<file path="src/rtl/key_event_pkg.sv">
// Shared types and register addresses for the push-button event block.
package key_event_pkg;

  typedef enum logic [1:0] {IDLE, DELAY, REPEAT} key_state_t;

  localparam logic [15:0] KEY_UP_ADDR   = 16'hc014;
  localparam logic [15:0] KEY_DOWN_ADDR = 16'hc015;

endpackage

</file>
<file path="src/rtl/key_channel.sv">
// One push-button channel: synchronizer, debouncer, auto-repeat FSM and
// a sticky event flag cleared by a CPU read of CLR_ADDR.
module key_channel
  import key_event_pkg::*;
#(
  parameter int unsigned DEBOUNCE_CYCLES = 500000,
  parameter int unsigned REPEAT_DELAY    = 25000000,
  parameter int unsigned REPEAT_RATE     = 5000000,
  parameter int unsigned REPEAT_EN       = 1,
  parameter logic [15:0] CLR_ADDR        = KEY_UP_ADDR
) (
  input  logic        clk,
  input  logic        rst_n,
  input  logic        key_n,
  input  logic        mm_re,
  input  logic [15:0] addr,
  output logic        flag
);

  localparam int unsigned DB_W    = $clog2(DEBOUNCE_CYCLES + 1);
  localparam int unsigned TMR_MAX = (REPEAT_DELAY > REPEAT_RATE) ? REPEAT_DELAY : REPEAT_RATE;
  localparam int unsigned TMR_W   = $clog2(TMR_MAX + 1);
  localparam logic [TMR_W-1:0] TMR_SAT = '1;

  logic            sync_q1;
  logic            sync_q2;
  logic            stable_q;
  logic [DB_W-1:0] db_cnt_q;

  key_state_t       state_q;
  key_state_t       state_d;
  logic [TMR_W-1:0] tmr_q;
  logic [TMR_W-1:0] tmr_d;
  logic             event_c;
  logic             clr_c;

  // Two-flop synchronizer; resets to released so reset release is never a press.
  always_ff @(posedge clk or negedge rst_n) begin
    if (!rst_n) begin
      sync_q1 <= 1'b1;
      sync_q2 <= 1'b1;
    end else begin
      sync_q1 <= key_n;
      sync_q2 <= sync_q1;
    end
  end

  // Debounce: accept a new level only after it has differed for DEBOUNCE_CYCLES in a row.
  always_ff @(posedge clk or negedge rst_n) begin
    if (!rst_n) begin
      stable_q <= 1'b1;
      db_cnt_q <= '0;
    end else if (sync_q2 != stable_q) begin
      if (db_cnt_q == DB_W'(DEBOUNCE_CYCLES - 1)) begin
        stable_q <= sync_q2;
        db_cnt_q <= '0;
      end else begin
        db_cnt_q <= db_cnt_q + DB_W'(1);
      end
    end else begin
      db_cnt_q <= '0;
    end
  end

  // Event FSM state and repeat timer registers.
  always_ff @(posedge clk or negedge rst_n) begin
    if (!rst_n) begin
      state_q <= IDLE;
      tmr_q   <= '0;
    end else begin
      state_q <= state_d;
      tmr_q   <= tmr_d;
    end
  end

  // Next state: press event, first repeat after REPEAT_DELAY, then every REPEAT_RATE.
  always_comb begin
    state_d = state_q;
    tmr_d   = (tmr_q == TMR_SAT) ? tmr_q : tmr_q + TMR_W'(1);
    event_c = 1'b0;
    case (state_q)
      IDLE: begin
        tmr_d = '0;
        if (!stable_q) begin
          event_c = 1'b1;
          state_d = DELAY;
        end
      end
      DELAY: begin
        if (stable_q) begin
          state_d = IDLE;
          tmr_d   = '0;
        end else if ((REPEAT_EN != 0) && (tmr_q == TMR_W'(REPEAT_DELAY - 1))) begin
          event_c = 1'b1;
          tmr_d   = '0;
          state_d = REPEAT;
        end
      end
      REPEAT: begin
        if (stable_q) begin
          state_d = IDLE;
          tmr_d   = '0;
        end else if (tmr_q == TMR_W'(REPEAT_RATE - 1)) begin
          event_c = 1'b1;
          tmr_d   = '0;
        end
      end
      default: begin
        state_d = IDLE;
        tmr_d   = '0;
      end
    endcase
  end

  assign clr_c = mm_re && (addr == CLR_ADDR);

  // Sticky flag: an event wins over a same-cycle read-clear.
  always_ff @(posedge clk or negedge rst_n) begin
    if (!rst_n) begin
      flag <= 1'b0;
    end else if (event_c) begin
      flag <= 1'b1;
    end else if (clr_c) begin
      flag <= 1'b0;
    end
  end

endmodule

</file>
<file path="src/rtl/key_event_ctrl.sv">
// Two independent button channels feeding the KEY_UP / KEY_DOWN register inputs.
module key_event_ctrl
  import key_event_pkg::*;
#(
  parameter int unsigned DEBOUNCE_CYCLES = 500000,
  parameter int unsigned REPEAT_DELAY    = 25000000,
  parameter int unsigned REPEAT_RATE     = 5000000,
  parameter int unsigned REPEAT_EN       = 1
) (
  input  logic        clk,
  input  logic        rst_n,
  input  logic        key_up_n,
  input  logic        key_down_n,
  input  logic        mm_re,
  input  logic [15:0] addr,
  output logic        KEY_UP,
  output logic        KEY_DOWN
);

  key_channel #(
    .DEBOUNCE_CYCLES (DEBOUNCE_CYCLES),
    .REPEAT_DELAY    (REPEAT_DELAY),
    .REPEAT_RATE     (REPEAT_RATE),
    .REPEAT_EN       (REPEAT_EN),
    .CLR_ADDR        (KEY_UP_ADDR)
  ) u_up (
    .clk   (clk),
    .rst_n (rst_n),
    .key_n (key_up_n),
    .mm_re (mm_re),
    .addr  (addr),
    .flag  (KEY_UP)
  );

  key_channel #(
    .DEBOUNCE_CYCLES (DEBOUNCE_CYCLES),
    .REPEAT_DELAY    (REPEAT_DELAY),
    .REPEAT_RATE     (REPEAT_RATE),
    .REPEAT_EN       (REPEAT_EN),
    .CLR_ADDR        (KEY_DOWN_ADDR)
  ) u_down (
    .clk   (clk),
    .rst_n (rst_n),
    .key_n (key_down_n),
    .mm_re (mm_re),
    .addr  (addr),
    .flag  (KEY_DOWN)
  );

endmodule
</file>
<file path="config.mk">
export PLATFORM = sky130hd
export DESIGN_NAME = key_event_ctrl
export DESIGN_NICKNAME = d
export VERILOG_FILES = /design/src/rtl/key_event_pkg.sv /design/src/rtl/key_channel.sv /design/src/rtl/key_event_ctrl.sv
export SDC_FILE = /design/constraint.sdc
export NUM_CORES = 1
export LEC_CHECK = 0
export BUFFER_PORTS_ARGS = -buffer_cell sky130_fd_sc_hd__buf_4
export CORE_ASPECT_RATIO = 0.75
export CORE_MARGIN = 2
export CORE_UTILIZATION = 38
export DETAILED_ROUTE_END_ITERATION = 6
export PLACE_DENSITY_LB_ADDON = 0.15
export SYNTH_ARGS = -nofsm -noshare
export SYNTH_HDL_FRONTEND = slang
export SYNTH_SLANG_ARGS = --single-unit
</file>
<file path="constraint.sdc">
create_clock -name clk -period 3.05 [get_ports clk]
set_input_delay 0.1525 -clock clk [delete_from_list [all_inputs] [get_ports clk]]
set_output_delay 0.1525 -clock clk [all_outputs]
set_load 0.01 [all_outputs]
</file>
== After elaboration in Yosys (flattened, before gate mapping) ==
Index checks and enable logic that the tools add are counted.

* Equality and inequality tests: 22
* $add $sub $neg: 4
* Muxes and demuxes: 42
* Reduce and logical (&&, ||, !) cells: 10

{| class="wikitable"
|+ Operators with widths
! operator !! count
|-
| $mux W25 || 10
|-
| $eq A25 B25 Y1 const B || 4
|-
| $pmux W25 S2 || 2
|-
| $mux W19 || 4
|-
| $add A25 B1 Y25 const B || 2
|-
| $eq A25 B23 Y1 const B || 2
|-
| $add A19 B1 Y19 const B || 2
|-
| $eq A19 B19 Y1 const B || 2
|-
| $eq A16 B16 Y1 const B || 2
|-
| $mux W2 || 8
|-
| $mux W1 || 14
|-
| $pmux W2 S3 || 2
|-
| $ne A3 B1 Y1 const B || 2
|-
| $pmux W1 S3 || 2
|-
| $reduce_and A3 Y1 || 2
|-
| $eq A2 B1 Y1 const B || 2
|-
| $eq A2 B2 Y1 const B || 2
|-
| $logic_not A2 Y1 || 2
|-
| $ne A2 B1 Y1 const B || 2
|-
| $ne A2 B2 Y1 const B || 2
|-
| $reduce_and A2 Y1 || 2
|-
| $reduce_bool A2 Y1 || 2
|-
| $logic_and A1 B1 Y1 || 2
|-
| $ne A1 B1 Y1 || 2
|}

* Register bits: 100
* Input bits: 21
* Logic and storage cells: 92

== Longest topological paths before layout ==
* Depth in word-level cells: 5
* Gate-level depth with buffers: 8
* Gate-level depth less buffers: 7

== Hierarchy ==
From an unflattened synthesis, not the netlist that was laid out.

* Cell total of the unflattened synthesis: 576
* Area, all modules: 5536.6 µm²

{| class="wikitable"
|+ By module, submodules not included
! module !! cells each !! instances !! area an instance (µm²)
|-
| key_channel (u_up) || 292 || 1 || 2776.4
|-
| key_channel (u_down) || 284 || 1 || 2760.1
|}

== Worst setup path after synthesis ==
Ideal clock, no wire load.

* Path kind: register -> register
* Start point: register u_down.tmr_q[0]
* End point: register u_down.tmr_q[15]
* Slack: 1.044 ns
* Clock period less this slack: 2.006 ns
* Arrival: 1.887 ns
* Path buffers: 1
* Stages on the path, launching flop included: 8
* Path through: dfrtp_1 > ha_1 > nand3_1 > or4_1 > clkbuf_1 > o211ai_1 > xor2_1 > nor2_1

* Longest elaborated chain between the ends: 5
* Elaborated cells on any way between the ends: 10
* Those cells by class: add/sub: 1; eq/ne: 3; mux: 6

{| class="wikitable"
|+ RTL lines
! what !! RTL line !! text
|-
| from (decl) || key_channel.sv:32 || <nowiki>logic [TMR_W-1:0] tmr_q;</nowiki>
|-
| from (signal assigned) || key_channel.sv:72 || <nowiki>tmr_q <= tmr_d;</nowiki>
|-
| $add A25 B1 Y25 / $eq A25 B25 Y1 (equally long branches) || key_channel.sv:79 || <nowiki>tmr_d = (tmr_q == TMR_SAT) ? tmr_q : tmr_q + TMR_W'(1);</nowiki>
|-
| $mux W25 || key_channel.sv:79 ||
|-
| $mux W25, on equally long branches || key_channel.sv:103, key_channel.sv:93 ||
|-
| $mux W25, on equally long branches || key_channel.sv:100, key_channel.sv:90 ||
|-
| $pmux W25 S2 (*) || key_channel.sv:81 || <nowiki>case (state_q)</nowiki>
|-
| named net u_down.tmr_d[15] || key_channel.sv:33 || <nowiki>logic [TMR_W-1:0] tmr_d;</nowiki>
|}

Mark *: on every way through the listed nets, which the timed path passes. The rest lies on a longest branch.
A chain may end at the register's enable or synchronous reset.

== Worst setup path in the final report ==
* Start point: register u_down.tmr_q[0]
* End point: register u_down.tmr_q[13]

The elaborated chain is that of the path after synthesis.

==> out/metrics.cfg <==
[power_and_ir_drop]
ir_drop_mv = 0.245
power_density_nw_per_um2 = 412
p_total_w = 0.00253
p_leak_nw = 2.52

[timing]
fin_ws_ns = 0.631
max_slew.worst_pin.slew_ns = 1.00
finClkSkew_ns = 0.00765
slew_violations = 0
clock.fmax_mhz = 413
slew_headroom_pct = 32.7
finalCritPeriodShare_pct = 79.3
final-hold-violation-count = 0
fin_crit_ns = 2.42
setup_viol = 0
tns_ns = 0
rsz0062_at_grt = no
hold_slack_ns = 0.102

[global_routing]
antenna_found_initial = 0
overflow = 0
grt_pass1_wl_mm = 20.0
first_global_vias = 4019
grt.total_usage_pct = 16.2
grt_max_degree = 52

[placement]
globalplace.congestion = 0.887
portBuffers = 22
dp_hpwl_mm = 8.30
dp_slack_ns = 0.631

[final_layout]
fin_util_pct = 44.4
num-nets-final = 640
area_growth_pct = 12.8
antenna_cells = 0
layout_common_cells = 94 x nor2_1, 94 x dfrtp_1, 50 x nand2_1
layout-drive-gt1-share_pct = 10.8
nFillCells = 1335

[logic_synthesis]
synth.distinct_cells = 54
synth_nets = 612
synth_area_um2 = 5440
ys_ff_latch = 100
synthCells = 579
synth_edf_count = 0
avgSynthCellArea_um2 = 9.40
ys.flop_type = dfrtp_1
yosys_warnings = 0
yosysSeqAreaShare_pct = 46.1
synth_async_sr_flop_share_pct = 100

[worst_setup_path]
cp_max_fo = 11
start_kind = flop
crit_arrival_ns = 2.68
crit_required_ns = 3.31
critPathKind = reg -> reg
cp-end-kind = flop

[floorplan]
ios = 23
row_count = 37
start_util_pct = 39.3
die_y_um = 108
design.die.area_um2 = 15300
chipWidth_um = 142
core-area_um2 = 13800

[clock_tree]
htreeDepth = 3
cts_buffers = 9
clk_path_buf_depth = 2
postCtsSetupBuffers = 0
clkSlewWorstSetupHoldPaths_ns = 0.07
clockRootBuffer = clkbuf_16
clk_latency_ns = 0.34
cts.sinks = 100
cts_tree = done

[outcome]
status = finished clean

[min_path]
hold_class = in -> reg

[routing]
vias_per_cell = 5.46
post_drt_wl_per_cell_um = 14.6
drt_wl_total_mm = 11.5
dr.pass1.iters = 5
vias = 4296
drtIter0Drc = 314
remaining_drc_errors = 0
drt.antenna.violating_nets = 0

[run]
max-cap-violations = 0

==> Yosys cell counts, types with 6 or more instances <==
cell | n | area [um2]
dfrtp_1 | 94 | 2350
nor2_1 | 94 | 353
nand2_1 | 50 | 188
xor2_1 | 36 | 315
nand3_1 | 34 | 170
nand4_1 | 29 | 181
xnor2_1 | 29 | 254
a21oi_1 | 21 | 105
o21ai_0 | 17 | 85.1
inv_1 | 15 | 56.3
nor4_1 | 13 | 81.3
ha_1 | 12 | 150
and3_1 | 11 | 68.8
nor3_1 | 11 | 55.1
a211oi_1 | 9 | 67.6
clkbuf_1 | 8 | 30.0
or3_1 | 8 | 50.1
and4_1 | 7 | 61.3
dfstp_2 | 6 | 158
o211ai_1 | 6 | 45.0
==> sequential cells by signal, summed over array words and instances (netlist names) <==
| register | count |
|---|---|
| u_down.tmr_q | 25 |
| u_up.tmr_q | 25 |
| u_down.db_cnt_q | 19 |
| u_up.db_cnt_q | 19 |
| u_down.state_q | 2 |
| u_up.state_q | 2 |
| u_down.flag | 1 |
| u_down.stable_q | 1 |
| u_down.sync_q1 | 1 |
| u_down.sync_q2 | 1 |
| u_up.flag | 1 |
| u_up.stable_q | 1 |
| u_up.sync_q1 | 1 |
| u_up.sync_q2 | 1 |
==> worst max-delay path, cell delays in order (launching register included) <==
cell and delay [ns]:
dfrtp_1 0.39, ha_1 0.23, nand3_1 0.20, or4_1 0.79, o21ai_0 0.44, o21ai_0 0.16
a21oi_1 0.14
==> metrics by stage <==
stage	std cells	cell area, um2
finish	787	6140
global route	787	6140
CTS	787	6140
detailed placement	768	5820
global placement	768	5820
floorplan	579	5440
==> logic make-up (layout without fill, tap and decap cells) <==
logic type      after synthesis  in the layout  share of synthesized area [%]
compound gates               78             78                           9.82
xor+xnor                     65             65                           10.5
fa+ha+maj                    12             12                           2.76
buf+inv                      29             62                           2.46
flops                       100            100                           46.1
mux                           2              2                          0.414
simple gates                293            293                           28.0
==> where the power goes <==
group	internal [W]	leakage [nW]	switching (W)
Clock	0.000621	0.142	0.000487
Sequential	0.00134	1.33	0.00000782
Combinational	0.0000312	1.04	0.0000451
Total	0.00199	2.52	0.000540
==> layer usage <==
metal / share of wire [%] / global-route usage [%]
met5: 0 / 0
met3: 4.2 / 2.98
met1: 53 / 24.9
met2: 42 / 23.5
met4: 0.59 / 3.79
==> what timing repair did <==
item / 4_1_cts / 5_1_grt
resized for setup: 0 / 0
endpoints found under the hold margin: 48 / 0
hold buffers: 3 / 0
==> layout make-up <==
cell class | count | area (um2) | area share, %
clock buffers | 13 | 270 | 4.40
clock inverters | 3 | 21.3 | 0.346
multi-input cells | 450 | 2800 | 45.6
repair buffers | 31 | 265 | 4.32
well taps | 175 | 219 | 3.57
flip-flops and latches | 100 | 2510 | 40.9
inverters | 15 | 56.3 | 0.917
==> final timing paths <==
kind,startpoint,endpoint,slack [ns],depth (start not counted)
min in group asynchronous,rst_n,u_down.tmr_q[12],0.37,2
max reg2reg,u_down.tmr_q[0],u_down.tmr_q[13],0.63,6
max,u_down.tmr_q[0],u_down.tmr_q[13],0.63,6
min reg2reg,u_down.sync_q1,u_down.sync_q2,0.36,0
min,addr[0],u_up.flag,0.10,3
max in group asynchronous,rst_n,u_down.sync_q1,1.92,3
No activity file was read; power rests on OpenSTA's default activity.
